===== src/rtl/seq_stream_ctrl.sv =====
`default_nettype none
// ============================================================================
//  Module   : seq_stream_ctrl
//  Purpose  : Frame sequencer for the serial pattern detector. Takes a
//             parallel frame plus a mode bit through a load/ready handshake,
//             shifts the frame out MSB-first on a prescaled step strobe,
//             holds the detector mode for the whole frame and counts the
//             detector's z matches (saturating) for each frame.
//  Options  : SEQ_STREAM_CTRL_ABORT_EN - adds an 'abort' input that cancels
//             a frame in progress without a done pulse.
//  Revision : 1.0 - initial release
// ============================================================================
module seq_stream_ctrl #(
  parameter int WIDTH = 8,   // frame length in bits (>=2)
  parameter int DIV   = 4,   // clock cycles per bit step (>=1)
  parameter int HW    = 4    // hit counter width
) (
  input  logic             clk,
  input  logic             reset,
  input  logic             load,
  output logic             ready,
  input  logic [WIDTH-1:0] data,
  input  logic             mode,
  output logic             x_out,
  output logic             btn_out,
  output logic             step,
  input  logic             z_in,
`ifdef SEQ_STREAM_CTRL_ABORT_EN
  input  logic             abort,
`endif
  output logic             busy,
  output logic             done,
  output logic [HW-1:0]    hits
);

  // Prescaler needs at least one bit even when DIV==1 (it then never moves).
  localparam int PW = (DIV > 1) ? $clog2(DIV) : 1;
  localparam int BW = $clog2(WIDTH);

  localparam logic [PW-1:0] PRESC_LAST = PW'(DIV - 1);
  localparam logic [BW-1:0] BIT_FIRST  = BW'(WIDTH - 1);
  localparam logic [HW-1:0] HITS_MAX   = '1;

  typedef enum logic [1:0] {
    S_IDLE  = 2'd0,
    S_SHIFT = 2'd1,
    S_FLUSH = 2'd2,
    S_DONE  = 2'd3
  } state_t;

  state_t           state;
  state_t           state_nxt;
  logic [WIDTH-1:0] shreg;
  logic [BW-1:0]    bit_cnt;
  logic [PW-1:0]    presc;
  logic             first_step;   // next step is the first of the frame
  logic             accept;
  logic             active;
  logic             tick;
  logic             abort_req;

`ifdef SEQ_STREAM_CTRL_ABORT_EN
  assign abort_req = abort;
`else
  assign abort_req = 1'b0;
`endif

  assign active = (state == S_SHIFT) || (state == S_FLUSH);
  assign tick   = (presc == PRESC_LAST);

  // State register.
  always_ff @(posedge clk or posedge reset) begin
    if (reset) begin
      state <= S_IDLE;
    end else begin
      state <= state_nxt;
    end
  end

  // Next-state decode and Moore-style outputs; abort only acts while a frame
  // is shifting or flushing and also masks the step of that cycle.
  always_comb begin
    state_nxt = state;
    ready     = 1'b0;
    busy      = 1'b0;
    done      = 1'b0;
    step      = 1'b0;
    x_out     = 1'b0;
    accept    = 1'b0;
    case (state)
      S_IDLE: begin
        ready = 1'b1;
        if (load) begin
          accept    = 1'b1;
          state_nxt = S_SHIFT;
        end
      end
      S_SHIFT: begin
        busy  = 1'b1;
        x_out = shreg[WIDTH-1];
        if (abort_req) begin
          state_nxt = S_IDLE;
        end else if (tick) begin
          step = 1'b1;
          if (bit_cnt == '0) begin
            state_nxt = S_FLUSH;
          end
        end
      end
      S_FLUSH: begin
        busy = 1'b1;
        if (abort_req) begin
          state_nxt = S_IDLE;
        end else if (tick) begin
          step      = 1'b1;
          state_nxt = S_DONE;
        end
      end
      S_DONE: begin
        done      = 1'b1;
        state_nxt = S_IDLE;
      end
      default: begin
        state_nxt = S_IDLE;
      end
    endcase
  end

  // Frame datapath: capture on accept, shift/count on step, sample z except
  // on the first step (that value still belongs to the previous frame).
  always_ff @(posedge clk or posedge reset) begin
    if (reset) begin
      shreg      <= '0;
      bit_cnt    <= '0;
      presc      <= '0;
      first_step <= 1'b0;
      btn_out    <= 1'b0;
      hits       <= '0;
    end else if (accept) begin
      shreg      <= data;
      btn_out    <= mode;
      bit_cnt    <= BIT_FIRST;
      presc      <= '0;
      first_step <= 1'b1;
      hits       <= '0;
    end else if (active && !abort_req) begin
      if (step) begin
        presc      <= '0;
        shreg      <= shreg << 1;
        first_step <= 1'b0;
        if (bit_cnt != '0) begin
          bit_cnt <= bit_cnt - 1'b1;
        end
        if (!first_step && z_in && (hits != HITS_MAX)) begin
          hits <= hits + 1'b1;
        end
      end else begin
        presc <= presc + 1'b1;
      end
    end else if (abort_req) begin
      presc <= '0;
    end
  end

endmodule
`default_nettype wire


===== config.mk =====
export PLATFORM = sky130hd
export DESIGN_NAME = seq_stream_ctrl
export DESIGN_NICKNAME = d
export VERILOG_FILES = /design/src/rtl/seq_stream_ctrl.sv
export SDC_FILE = /design/constraint.sdc
export NUM_CORES = 1
export LEC_CHECK = 0
export ABC_AREA = 1
export BUFFER_PORTS_ARGS = -buffer_cell sky130_fd_sc_hd__buf_2
export CORE_MARGIN = 2
export CORE_UTILIZATION = 25
export DETAILED_ROUTE_END_ITERATION = 12
export PLACE_DENSITY = 0.4
export SYNTH_ARGS = -nofsm -noshare
export SYNTH_HDL_FRONTEND = slang
export SYNTH_SLANG_ARGS = --single-unit

===== constraint.sdc =====
create_clock -name clk -period 2.2 [get_ports clk]
set_clock_uncertainty 0.15 [all_clocks]
set_input_delay 0.33 -clock clk [delete_from_list [all_inputs] [get_ports clk]]
set_output_delay 0.33 -clock clk [all_outputs]
set_load 0.02 [all_outputs]

# Yosys cells after proc, flatten, opt, wreduce, memory -nomap -nowiden
# Cells that the tools add are included.
# Widths: inputs -> output; s select.
word_totals:
  register_bits: 21
  latch_bits: 0
  ram_bits: 0
  mem_bits_ro: 0
  inputBits: 13
  output_inout_bits: 10
  memories: 0
classes:
  addsub: 3
  multipliers: 0
  div_mod_pow: 0
  order_cmp: 0
  eq_ne: 9
  shift: 0
  mux: 30
  bitwise_logic: 0
  n_reduce_logical: 16
op_table:
  columns: ["cell", "count"]
  rows:
  - ["$mux 8", 3]
  - ["$mux 4", 4]
  - ["$mux 2", 7]
  - ["$mux 3", 4]
  - ["$mux 1", 11]
  - ["$pmux 2 s4", 1]
  - ["$reduce_bool 2->1", 4]
  - ["$eq 2x2->1 const B", 3]
  - ["$ne 2x2->1 const B", 3]
  - ["$reduce_and 3->1", 2]
  - ["$add 4x1->4 const B", 1]
  - ["$ne 4x4->1 const B", 1]
  - ["$reduce_and 4->1", 1]
  - ["$logic_not 3->1", 1]
  - ["$reduce_bool 3->1", 1]
  - ["$sub 3x1->3 const B", 1]
  - ["$add 2x1->2 const B", 1]
  - ["$eq 2x1->1 const B", 1]
  - ["$logic_and 1x1->1", 2]
  - ["$logic_not 2->1", 1]
  - ["$ne 2x1->1 const B", 1]
  - ["$reduce_and 2->1", 1]
  - ["$reduce_or 2->1", 1]
  - ["$logic_not 1->1", 1]
  - ["$logic_or 1x1->1", 1]

# Longest topological paths before layout
# Gate-level depths: netlist of run 1.
logic_depth:
  depth_word: 7
  ltp_mapped: 9
  mapped_depth_nobuf: 9

# Worst setup path before layout of run 1
# No wires, ideal clock.
synth_timing:
  path_type: "register to register"
  startpoint: "register state[0]"
  endpoint: "register bit_cnt[2]"
  setup_ns: 0.127
  t_arrival_ns: 1.517
  required_ns: 1.923
  setup_slack_ns: 0.406
  path_stages_with_launch: 10
  path_buffers: 0
  synth_period_minus_slack_ns: 1.794
  cell_sequence: "dfrtp_1 > inv_1 > ha_1 > nand2_2 > inv_2 > nand2_1 > inv_1 > nand2_1 > nand2_1 > nand3_1"
synth_via:
  elab_chain_len: 5
synth_lines:
  columns: ["element", "line", "source"]
  rows:
  - ["from (decl)", "51", "state_t state;"]
  - ["from (signal assigned)", "76", "state <= state_nxt;"]
  - ["$eq 2x1->1 or $eq 2x2->1 (tied branches)", "90", "case (state)"]
  - ["$reduce_or 2->1 (no source line) (*)", null, null]
  - ["$mux 1 (*)", null, null]
  - ["via step", "26", "output logic step,"]
  - ["$reduce_bool 2->1 (no source line) (*)", null, null]
  - ["$reduce_and 3->1 (no source line) (*)", null, null]
  - ["to (signal assigned)", "152", "bit_cnt <= bit_cnt - 1'b1;"]
  - ["to (decl)", "54", "logic [BW-1:0] bit_cnt;"]
# The timed path passes the listed nets; every way through them passes the cells marked *.
# A chain may end at the register's enable or synchronous reset.

# Worst setup path in the final report of run 1
layout_timing:
  startpoint: "register state[0]"
  endpoint: "output step"
layout_via:
  elab_chain_len: 3
layout_lines:
  columns: ["element", "line"]
  rows:
  - ["$eq 2x1->1 or $eq 2x2->1 (tied branches)", "90"]
  - ["$reduce_or 2->1 (no source line) (*)", null]
  - ["$mux 1 (*)", null]
  - ["to (decl)", "26"]
# Mark *: on every way between the ends. The rest lies on a longest branch, timed or not.

==> flow_metrics.env, run 1 <==
export IMPL_area_growth_pct=20.87
export IMPL_required_ps=1720
export IMPL_grt_use_total_pct=9.387
export IMPL_layout_commonest_cell="nand2_1"
export IMPL_ys_types=17
export IMPL_layout_common_cells="nand2_1 (36), inv_1 (23), buf_2 (22), dfrtp_1 (21), nor2_1 (10)"
export IMPL_cts_tree="yes"
export IMPL_power_total_mw=1.575
export IMPL_clock_latency_ps=260
export IMPL_tightest_slew_ps=398.5
export IMPL_grt_ovfl_total=0
export IMPL_arrival_ps=1530
export IMPL_cpPeakStageDelay_ps=390
export IMPL_routed_wirelength_um=2200
export IMPL_path_clk_slew_ps=80
export IMPL_setup_violations=0
export IMPL_period_needed_ps=2013
export IMPL_routed_top_layer="met4"
export IMPL_crit_path_cell_trace="inv_1, ha_1, nand2_2, inv_2, buf_2"
export IMPL_avgViaCountPerCell=4.292
export IMPL_syn_area_per_cell_sq_um=8.376
export IMPL_grt_pass1_vias=849
export IMPL_worstHoldStart="mode"
export IMPL_syn_num_nets=153
export IMPL_cts_buffers=3
export IMPL_cts_resized=0
export IMPL_synthesis_instances=131
export IMPL_power_density_nw_per_um2=1188
export IMPL_final_setup_tns_ps=0
export IMPL_syn_cell_area_sq_um=1097
export IMPL_status="finished clean"
export IMPL_path_class="register to output pin"
export IMPL_cp_slowest_cell="dfrtp_1"
export IMPL_nFillCells=461
export IMPL_place_congestion=0.7316
export IMPL_p_leak_nw=0.7291
export IMPL_swShare_pct=41.60
export IMPL_ir_drop_mv=0.4765
export IMPL_first_iter_violations=24
export IMPL_grt_pass1_wl_um=3691
export IMPL_cts_setup_buffers=0
export IMPL_initial_core_util_pct=25.55
export IMPL_seqPwrFrac_pct=37.9
export IMPL_n_antenna_cell=0
export IMPL_timing_critical_path_buf_inv=3
export IMPL_startpoint="state[0]"
export IMPL_antenna_left=0
export IMPL_wire_per_inst_um=10.53
export IMPL_seq_area_frac_synth_pct=47.89
export IMPL_grt_antenna_before_repair=0
export IMPL_slew_violations=0
export IMPL_die_w_um=70.25
export IMPL_worst_hold_path_type="primary input to register"
export IMPL_clock_sinks=21
export IMPL_rsz0062_at_grt="false"
export IMPL_cts_buffer_depth=2
export IMPL_synth_seq_cells=21
export IMPL_dieArea_sq_um=4935
export IMPL_drtPass1Iterations=4
export IMPL_drt_met1_wl_um=1087
export IMPL_crit_path_start_kind="register"
export IMPL_end_kind="output pin"
export IMPL_design_core_area_sq_um=4294
export IMPL_hold_viol_final=0
export IMPL_drc=0
export IMPL_worstPathMaxFanout=5
export IMPL_slew_headroom_pct=73.37
export IMPL_min_period_over_period_pct=91.50
export IMPL_nNetsFinal=180
export IMPL_die_h_um=70.25
export IMPL_h_tree_depth=1
export IMPL_r2r_start="state[0]"
export IMPL_io_pins=23
export IMPL_pwr_share_clk_pct=15.9
export IMPL_wl_met2_um=986
export IMPL_p_comb_share_pct=46.2
export IMPL_internal_power_uw=919.8
export IMPL_dpl_hpwl_um=1651
export IMPL_vias=897
export IMPL_critical_path_top_delay_family="flip-flops"
export IMPL_ys_warn_count=0
export IMPL_switchingPower_uw=655.2
export IMPL_maxCapViolations=0
export IMPL_fmax_mhz=496.8
export IMPL_met3WireLength_um=110
export IMPL_grt_max_degree=22
export IMPL_port_buffers=22
export IMPL_drive_above_1_share_pct=19.75
export IMPL_cts_root_buf="clkbuf_8"
export IMPL_num_rows=24
cell families after synthesis:
| group | after synthesis | synth area share [%] |
|---|---|---|
| and+or+nand+nor | 58 | 22.12 |
| buffers and inverters | 26 | 9.121 |
| DFF | 21 | 47.89 |
| AOI/OAI and AO/OA | 16 | 9.807 |
| adders and majority gates | 9 | 10.26 |
| xor gates and xnor gates | 1 | 0.7983 |
worst register-to-register path, cell delays in order (launching register included):
cell and delay [ps]:
dfrtp_1 390, inv_1 90, ha_1 220, nand2_1 320
inv_1 290, a21oi_1 180, o21ai_0 100
layer usage:
layer / up-vias / global-route usage [%]
met4: 0 / 2.564
met2: 23 / 14.05
li1: 462 / -
met5: - / 0
met3: 2 / 3.319
met1: 410 / 12.82
stage by stage:
| stage | hold slack [ps] | std cells | util (%) | worst slack (ps) | instance area (sq um) |
|---|---|---|---|---|---|
| final | 125.5 | 209 | 30.89 | 187.1 | 1326 |
| after global routing | 125.0 | 209 | 30.89 | 70.11 | 1326 |
| after CTS | 118.4 | 209 | 30.89 | 148.2 | 1326 |
| after detailed placement | 230.8 | 204 | 29.57 | 339.1 | 1270 |
| after global placement | 228.0 | 204 | 29.57 | 393.7 | 1270 |
| after floorplan | 156.5 | 131 | - | 406.0 | 1097 |
Yosys cell counts:
master	n	area, sq um
nand2_1	36	135.1
inv_1	23	86.33
nor2_1	10	37.54
o221ai_1	6	52.55
o21bai_1	1	7.510
a21oi_1	2	10.01
o21ai_0	6	30.03
buf_2	2	10.01
inv_2	1	3.750
nand2_2	2	12.51
nand4_1	1	6.260
nor2_4	1	11.26
ha_1	9	112.6
o211ai_1	1	7.510
dfrtp_1	21	525.5
xnor2_1	1	8.760
nand3_1	8	40.04
final cells by class:
cell class                 count  area, sq um  share of cell area, %
sequential                    21        525.5                  39.62
multi-input combinational     84        471.7                  35.57
timing repair buffer          24        127.6                  9.623
inverter                      24        90.09                  6.792
tap                           52        65.06                  4.906
clock buffer                   3        41.29                  3.113
clock inverter                 1        5.005                 0.3774
registers in the layout, summed over array words and instances (netlist names):
name	cells
btn_out	1
bit_cnt	3
presc	2
hits	4
first_step	1
shreg	8
state	2
power groups by stage:
stage,sequential [mW],clock (mW),combinational (mW)
2_1_floorplan,0.608,0,0.555
6_report,0.597,0.251,0.727
3_3_place_gp,0.605,0,0.734
3_5_place_dp,0.607,0,0.737
4_1_cts,0.598,0.264,0.742
5_1_grt,0.613,0.281,0.827
path summary, 6_finish.rpt:
| path | endpoint | slack, ps | cells past startpoint |
|---|---|---|---|
| max | step | 190 | 5 |
| min | btn_out | 130 | 3 |
| max reg2reg | bit_cnt[1] | 340 | 6 |
| min reg2reg | bit_cnt[2] | 340 | 2 |
| max in group asynchronous | bit_cnt[1] | 1200 | 4 |
| min in group asynchronous | shreg[5] | 490 | 4 |
timing repair:
item,4_1_cts,5_1_grt
hold buffers,1,0
setup endpoints to repair,0,0
hold endpoints to repair,21,0
Note: power is estimated with default switching activity, not from simulation.
==> run 2, diff against run 1 <==
--- a/config.mk
+++ b/config.mk
@@ -9,8 +9,10 @@
 export BUFFER_PORTS_ARGS = -buffer_cell sky130_fd_sc_hd__buf_2
 export CORE_MARGIN = 2
 export CORE_UTILIZATION = 25
+export CTS_BUF_LIST = sky130_fd_sc_hd__clkbuf_16
 export DETAILED_ROUTE_END_ITERATION = 12
 export PLACE_DENSITY = 0.4
+export RECOVER_POWER = 100
 export SYNTH_ARGS = -nofsm -noshare
 export SYNTH_HDL_FRONTEND = slang
 export SYNTH_SLANG_ARGS = --single-unit
==> run 2 against run 1 <==
Net effect: hold slack improved by 8.8 ps; via count rose by 0.56%; sequential share of layout area fell by 0.26 points; non-clock buffer count unchanged; worst setup slack worse by 9.8 ps; count of clock-buffer cells in the layout stayed put; largest power group unchanged; core utilization grew 0.20 points; sequential cell count did not move.
==> flow_metrics.env, run 2 (synthesis results as in run 1) <==
export IMPL_status="finished clean"
export IMPL_grt_pass1_wl_um=3684
export IMPL_reg_top3="shreg x8, hits x4, bit_cnt x3"
export IMPL_dpl_hpwl_um=1651
export IMPL_wire_per_inst_um=10.50
export IMPL_hold_depth=3
export IMPL_ir_drop_mv=0.5309
export IMPL_rsz0062_at_grt="false"
export IMPL_cts_root_buf="clkbuf_16"
export IMPL_period_needed_ps=2023
export IMPL_p_leak_nw=0.7071
export IMPL_slew_headroom_pct=23.04
export IMPL_die_h_um=70.25
export IMPL_layout_commonest_cell="nand2_1"
export IMPL_layout_common_cells="nand2_1 (37), inv_1 (24), dfrtp_1 (21), buf_2 (12), nor2_1 (11)"
export IMPL_power_density_nw_per_um2=1260
export IMPL_first_iter_violations=24
export IMPL_worstPathMaxFanout=5
export IMPL_port_buffers=22
export IMPL_power_total_mw=1.682
export IMPL_drtPass1Iterations=5
export IMPL_hold_ws_ps=134.2
export IMPL_drc=0
export IMPL_clock_sinks=21
export IMPL_cts_tree="yes"
export IMPL_final_setup_tns_ps=0
export IMPL_grt_max_degree=22
export IMPL_dieArea_sq_um=4935
export IMPL_io_pins=23
export IMPL_worst_hold_path_type="primary input to register"
export IMPL_grt_ovfl_total=0
export IMPL_required_ps=1720
export IMPL_end_kind="output pin"
export IMPL_pre_cts_slack_ps=339.1
export IMPL_cts_setup_buffers=0
export IMPL_vias=902
export IMPL_hold_viol_final=0
export IMPL_largest_reg_flops=8
export IMPL_arrival_ps=1540
export IMPL_slew_violations=0
export IMPL_fmax_mhz=494.4
export IMPL_die_w_um=70.25
export IMPL_min_period_over_period_pct=91.94
export IMPL_path_class="register to output pin"
export IMPL_reg2reg_depth=8
export IMPL_place_congestion=0.7316
export IMPL_cts_buffer_depth=2
export IMPL_grt_use_total_pct=9.387
export IMPL_drive_above_1_share_pct=11.46
export IMPL_n_antenna_cell=0
export IMPL_num_rows=24
export IMPL_tightest_slew_ps=1154
export IMPL_top_register="shreg"
export IMPL_crit_path_start_kind="register"
export IMPL_clock_latency_ps=250
export IMPL_antenna_left=0
export IMPL_grt_antenna_before_repair=0
export IMPL_maxCapViolations=0
export IMPL_h_tree_depth=1
export IMPL_initial_core_util_pct=25.55
export IMPL_fin_ws_ps=177.3
export IMPL_cts_buffers=3
export IMPL_routed_wirelength_um=2195
export IMPL_design_core_area_sq_um=4294
export IMPL_path_clk_slew_ps=60
export IMPL_avgViaCountPerCell=4.316
export IMPL_nNetsFinal=180
export IMPL_setup_violations=0
export IMPL_area_growth_pct=21.66
export IMPL_grt_pass1_vias=849
==> run 2: changes by cell type in the layout (fill, tap and decap cells not counted), moves of 3 or more <==
| cell | before | now |
|---|---|---|
| clkbuf_8 | 3 | 0 |
| clkbuf_16 | 0 | 3 |
| buf_2 | 22 | 12 |
| clkbuf_1 | 0 | 10 |
==> run 2: routing by layer <==
| metal | track usage, % | routed length [um] | vias to the layer above | part of all wire [%] |
|---|---|---|---|---|
| met3 | 3.319 | 126 | 2 | 5.7 |
| met5 | 0 | 0 | - | 0 |
| met2 | 14.05 | 987 | 25 | 45 |
| li1 | - | - | 465 | - |
| met4 | 2.564 | 14 | 0 | 0.64 |
| met1 | 12.82 | 1067 | 410 | 49 |
==> run 2: worst paths after layout <==
check,to,from,slack [ps]
max,step,state[0],180
min,btn_out,mode,130
max reg2reg,hits[0],state[0],310
min reg2reg,bit_cnt[2],bit_cnt[2],330
max in group asynchronous,shreg[7],reset,380
min in group asynchronous,shreg[3],reset,840
==> run 2: area by class of cell <==
| cell class | count | area [sq um] |
|---|---|---|
| flip-flops and latches | 21 | 525.5 |
| clock buffers | 3 | 75.07 |
| clock inverters | 1 | 5.005 |
| fillers | 463 | 2959 |
| repair buffers | 24 | 112.6 |
| multi-input cells | 84 | 461.7 |
| inverters | 24 | 90.09 |
| well taps | 52 | 65.06 |
==> run 2: critical path, cell delays in order (launching register included) <==
cell,delay [ps]
dfrtp_1,390
inv_1,90
ha_1,390
nand2_2,110
inv_1,130
clkbuf_2,190
==> run 2: metrics by stage <==
step | instances | util (%) | instance area, sq um
floorplan | 131 | - | 1097
global route | 209 | 31.09 | 1335
detailed placement | 204 | 29.57 | 1270
finish | 209 | 31.09 | 1335
CTS | 209 | 31.67 | 1360
global placement | 204 | 29.57 | 1270
==> run 2: what timing repair did <==
item                      4_1_cts  5_1_grt
hold buffers                    1        0
hold endpoints to repair       21        0
gates resized for setup         0        0
==> run 2: report_power, final <==
part | internal (mW) | switching [mW]
Clock | 0.244 | 0.133
Sequential | 0.532 | 0.0660
Combinational | 0.246 | 0.461
Total | 1.02 | 0.660
==> run 3, diff against run 2 <==
--- a/config.mk
+++ b/config.mk
@@ -8,10 +8,10 @@
 export ABC_AREA = 1
 export BUFFER_PORTS_ARGS = -buffer_cell sky130_fd_sc_hd__buf_2
 export CORE_MARGIN = 2
-export CORE_UTILIZATION = 25
+export CORE_UTILIZATION = 35
 export CTS_BUF_LIST = sky130_fd_sc_hd__clkbuf_16
 export DETAILED_ROUTE_END_ITERATION = 12
-export PLACE_DENSITY = 0.4
+export PLACE_DENSITY = 0.52
 export RECOVER_POWER = 100
 export SYNTH_ARGS = -nofsm -noshare
 export SYNTH_HDL_FRONTEND = slang
==> run 3 against run 2 <==
Net effect: worst setup slack improved by 38 ps; first-iteration DRC count fell by 50%; design area fell by 0.84%; die area fell by 27%; sequential share of layout area rose by 0.33 points; sequential power rose by 0.7%; register-to-register slack improved by 20 ps; critical path type unchanged; largest power group unchanged.
==> flow_metrics.env, run 3 (synthesis results as in run 1) <==
export IMPL_timing_critical_path_buf_inv=3
export IMPL_grt_ovfl_total=0
export IMPL_crit_path_start_kind="register"
export IMPL_wire_per_inst_um=10.48
export IMPL_crit_path_cell_trace="inv_1, ha_1, nand2_2, inv_2, buf_2"
export IMPL_io_pins=23
export IMPL_worstHoldStart="mode"
export IMPL_nFillCells=325
export IMPL_end_kind="output pin"
export IMPL_layout_commonest_cell="nand2_1"
export IMPL_die_w_um=59.99
export IMPL_fmax_mhz=503.9
export IMPL_min_to="btn_out"
export IMPL_die_h_um=59.99
export IMPL_area_growth_pct=20.64
export IMPL_min_period_over_period_pct=90.20
export IMPL_seqPwrFrac_pct=35.7
export IMPL_wl_met2_um=990
export IMPL_drtPass1Iterations=4
export IMPL_grt_use_total_pct=13.93
export IMPL_slew_violations=0
export IMPL_first_iter_violations=12
export IMPL_nNetsFinal=180
export IMPL_reg2reg_slack_ps=330
export IMPL_drt_met1_wl_um=966
export IMPL_reg2reg_depth=8
export IMPL_num_rows=20
export IMPL_drive_above_1_share_pct=11.46
export IMPL_r2r_start="state[1]"
export IMPL_path_class="register to output pin"
export IMPL_path_clk_slew_ps=60
export IMPL_cp_slowest_cell="dfrtp_1"
export IMPL_multi_input_area_sq_um=461.7
export IMPL_dieArea_sq_um=3599
export IMPL_arrival_ps=1500
export IMPL_worst_hold_path_type="primary input to register"
export IMPL_maxCapViolations=0
export IMPL_power_total_mw=1.688
export IMPL_setup_violations=0
export IMPL_n_antenna_cell=0
export IMPL_cpPeakStageDelay_ps=400
export IMPL_final_seq_area_sq_um=525.5
export IMPL_switchingPower_uw=664.7
export IMPL_place_congestion=0.7509
export IMPL_status="finished clean"
export IMPL_power_density_nw_per_um2=1275
export IMPL_hold_depth=3
export IMPL_dpl_hpwl_um=1603
export IMPL_cts_tree="yes"
export IMPL_p_leak_nw=0.7070
export IMPL_rsz0062_at_grt="false"
export IMPL_grt_max_degree=22
export IMPL_critical_path_top_delay_family="flip-flops"
export IMPL_vias=888
export IMPL_path_depth=5
export IMPL_r2r_end="hits[0]"
export IMPL_largest_reg_flops=8
export IMPL_routed_top_layer="met4"
export IMPL_ir_drop_mv=0.6079
export IMPL_grt_antenna_before_repair=0
export IMPL_required_ps=1720
export IMPL_initial_core_util_pct=36.24
export IMPL_cts_buffer_depth=2
export IMPL_routed_wirelength_um=2106
export IMPL_worstPathMaxFanout=5
export IMPL_cts_root_buf="clkbuf_16"
export IMPL_final_setup_tns_ps=0
export IMPL_port_buffers=22
export IMPL_clock_sinks=21
export IMPL_internal_power_mw=1.023
export IMPL_antenna_left=0
export IMPL_period_needed_ps=1984
export IMPL_slew_headroom_pct=24.84
export IMPL_met3WireLength_um=98
export IMPL_pwr_share_clk_pct=22.5
export IMPL_grt_pass1_wl_um=3629
export IMPL_hold_viol_final=0
export IMPL_grt_pass1_vias=876
export IMPL_swShare_pct=39.39
export IMPL_layout_common_cells="nand2_1 (37), inv_1 (24), dfrtp_1 (21), buf_2 (13), nor2_1 (11)"
export IMPL_top_register="shreg"
export IMPL_avgViaCountPerCell=4.418
export IMPL_p_comb_share_pct=41.8
export IMPL_clock_latency_ps=250
export IMPL_reg_top3="shreg x8, hits x4, bit_cnt x3"
export IMPL_h_tree_depth=1
export IMPL_cts_buffers=3
export IMPL_design_core_area_sq_um=3028
export IMPL_tightest_slew_ps=1127
export IMPL_drc=0
-- run 3: cell types whose count changed in the layout (fill, tap and decap cells not counted) --
cell | previous run | this run
buf_2 | 12 | 13
clkbuf_2 | 1 | 0
clkinv_2 | 1 | 0
inv_2 | 0 | 1
-- run 3: worst max path at each step --
stage,end,from
floorplan,bit_cnt[2],state[0]
global placement,bit_cnt[1],state[0]
detailed placement,bit_cnt[1],state[0]
CTS,step,state[1]
global route,hits[3],reset
finish,step,state[1]
-- run 3: final cells by class --
class                   count  area share [%]
clock buffers               3           5.671
clock inverters             1          0.2836
inverters                  24           6.805
multi-input cells          84           34.88
flip-flops and latches     21           39.70
well taps                  44           4.159
repair buffers             24           8.507
-- run 3: stage by stage --
stage | utilization [%] | instances | worst slack [ps] | area (sq um) | hold slack [ps]
global placement | 41.61 | 196 | 414.0 | 1260 | 225.6
finish | 43.72 | 201 | 215.5 | 1324 | 131.8
detailed placement | 41.61 | 196 | 350.9 | 1260 | 227.1
CTS | 44.55 | 201 | 171.7 | 1349 | 131.9
floorplan | - | 131 | 406.0 | 1097 | 156.5
global route | 43.72 | 201 | 108.8 | 1324 | 142.4
-- run 3: worst reg2reg max path, cell delays in order (launching register included) --
cell and delay (ps):
dfrtp_1 400, inv_1 100, ha_1 390, nand2_2 110
nor2_1 270, nand2_1 170, nand2_1 80, nand2_1 50
nor2_1 90
-- run 3: per-layer routing --
layer	up-vias	track usage, %
li1	468	-
met1	398	16.85
met2	18	21.89
met3	4	3.680
met4	0	8.571
met5	-	0
-- run 3: timing repair --
| action | in CTS | in global routing |
|---|---|---|
| hold buffers | 1 | 0 |
| endpoints found under the hold margin | 21 | 0 |
| gates resized for setup | 0 | 0 |
| setup buffers | 0 | 0 |
-- run 3: power groups by stage --
stage / registers (mW) / clock network [mW] / logic [mW]
floorplan: 0.608 / 0 / 0.555
global placement: 0.604 / 0 / 0.725
detailed placement: 0.610 / 0 / 0.737
CTS: 0.603 / 0.393 / 0.744
global route: 0.616 / 0.412 / 0.820
finish: 0.602 / 0.380 / 0.706
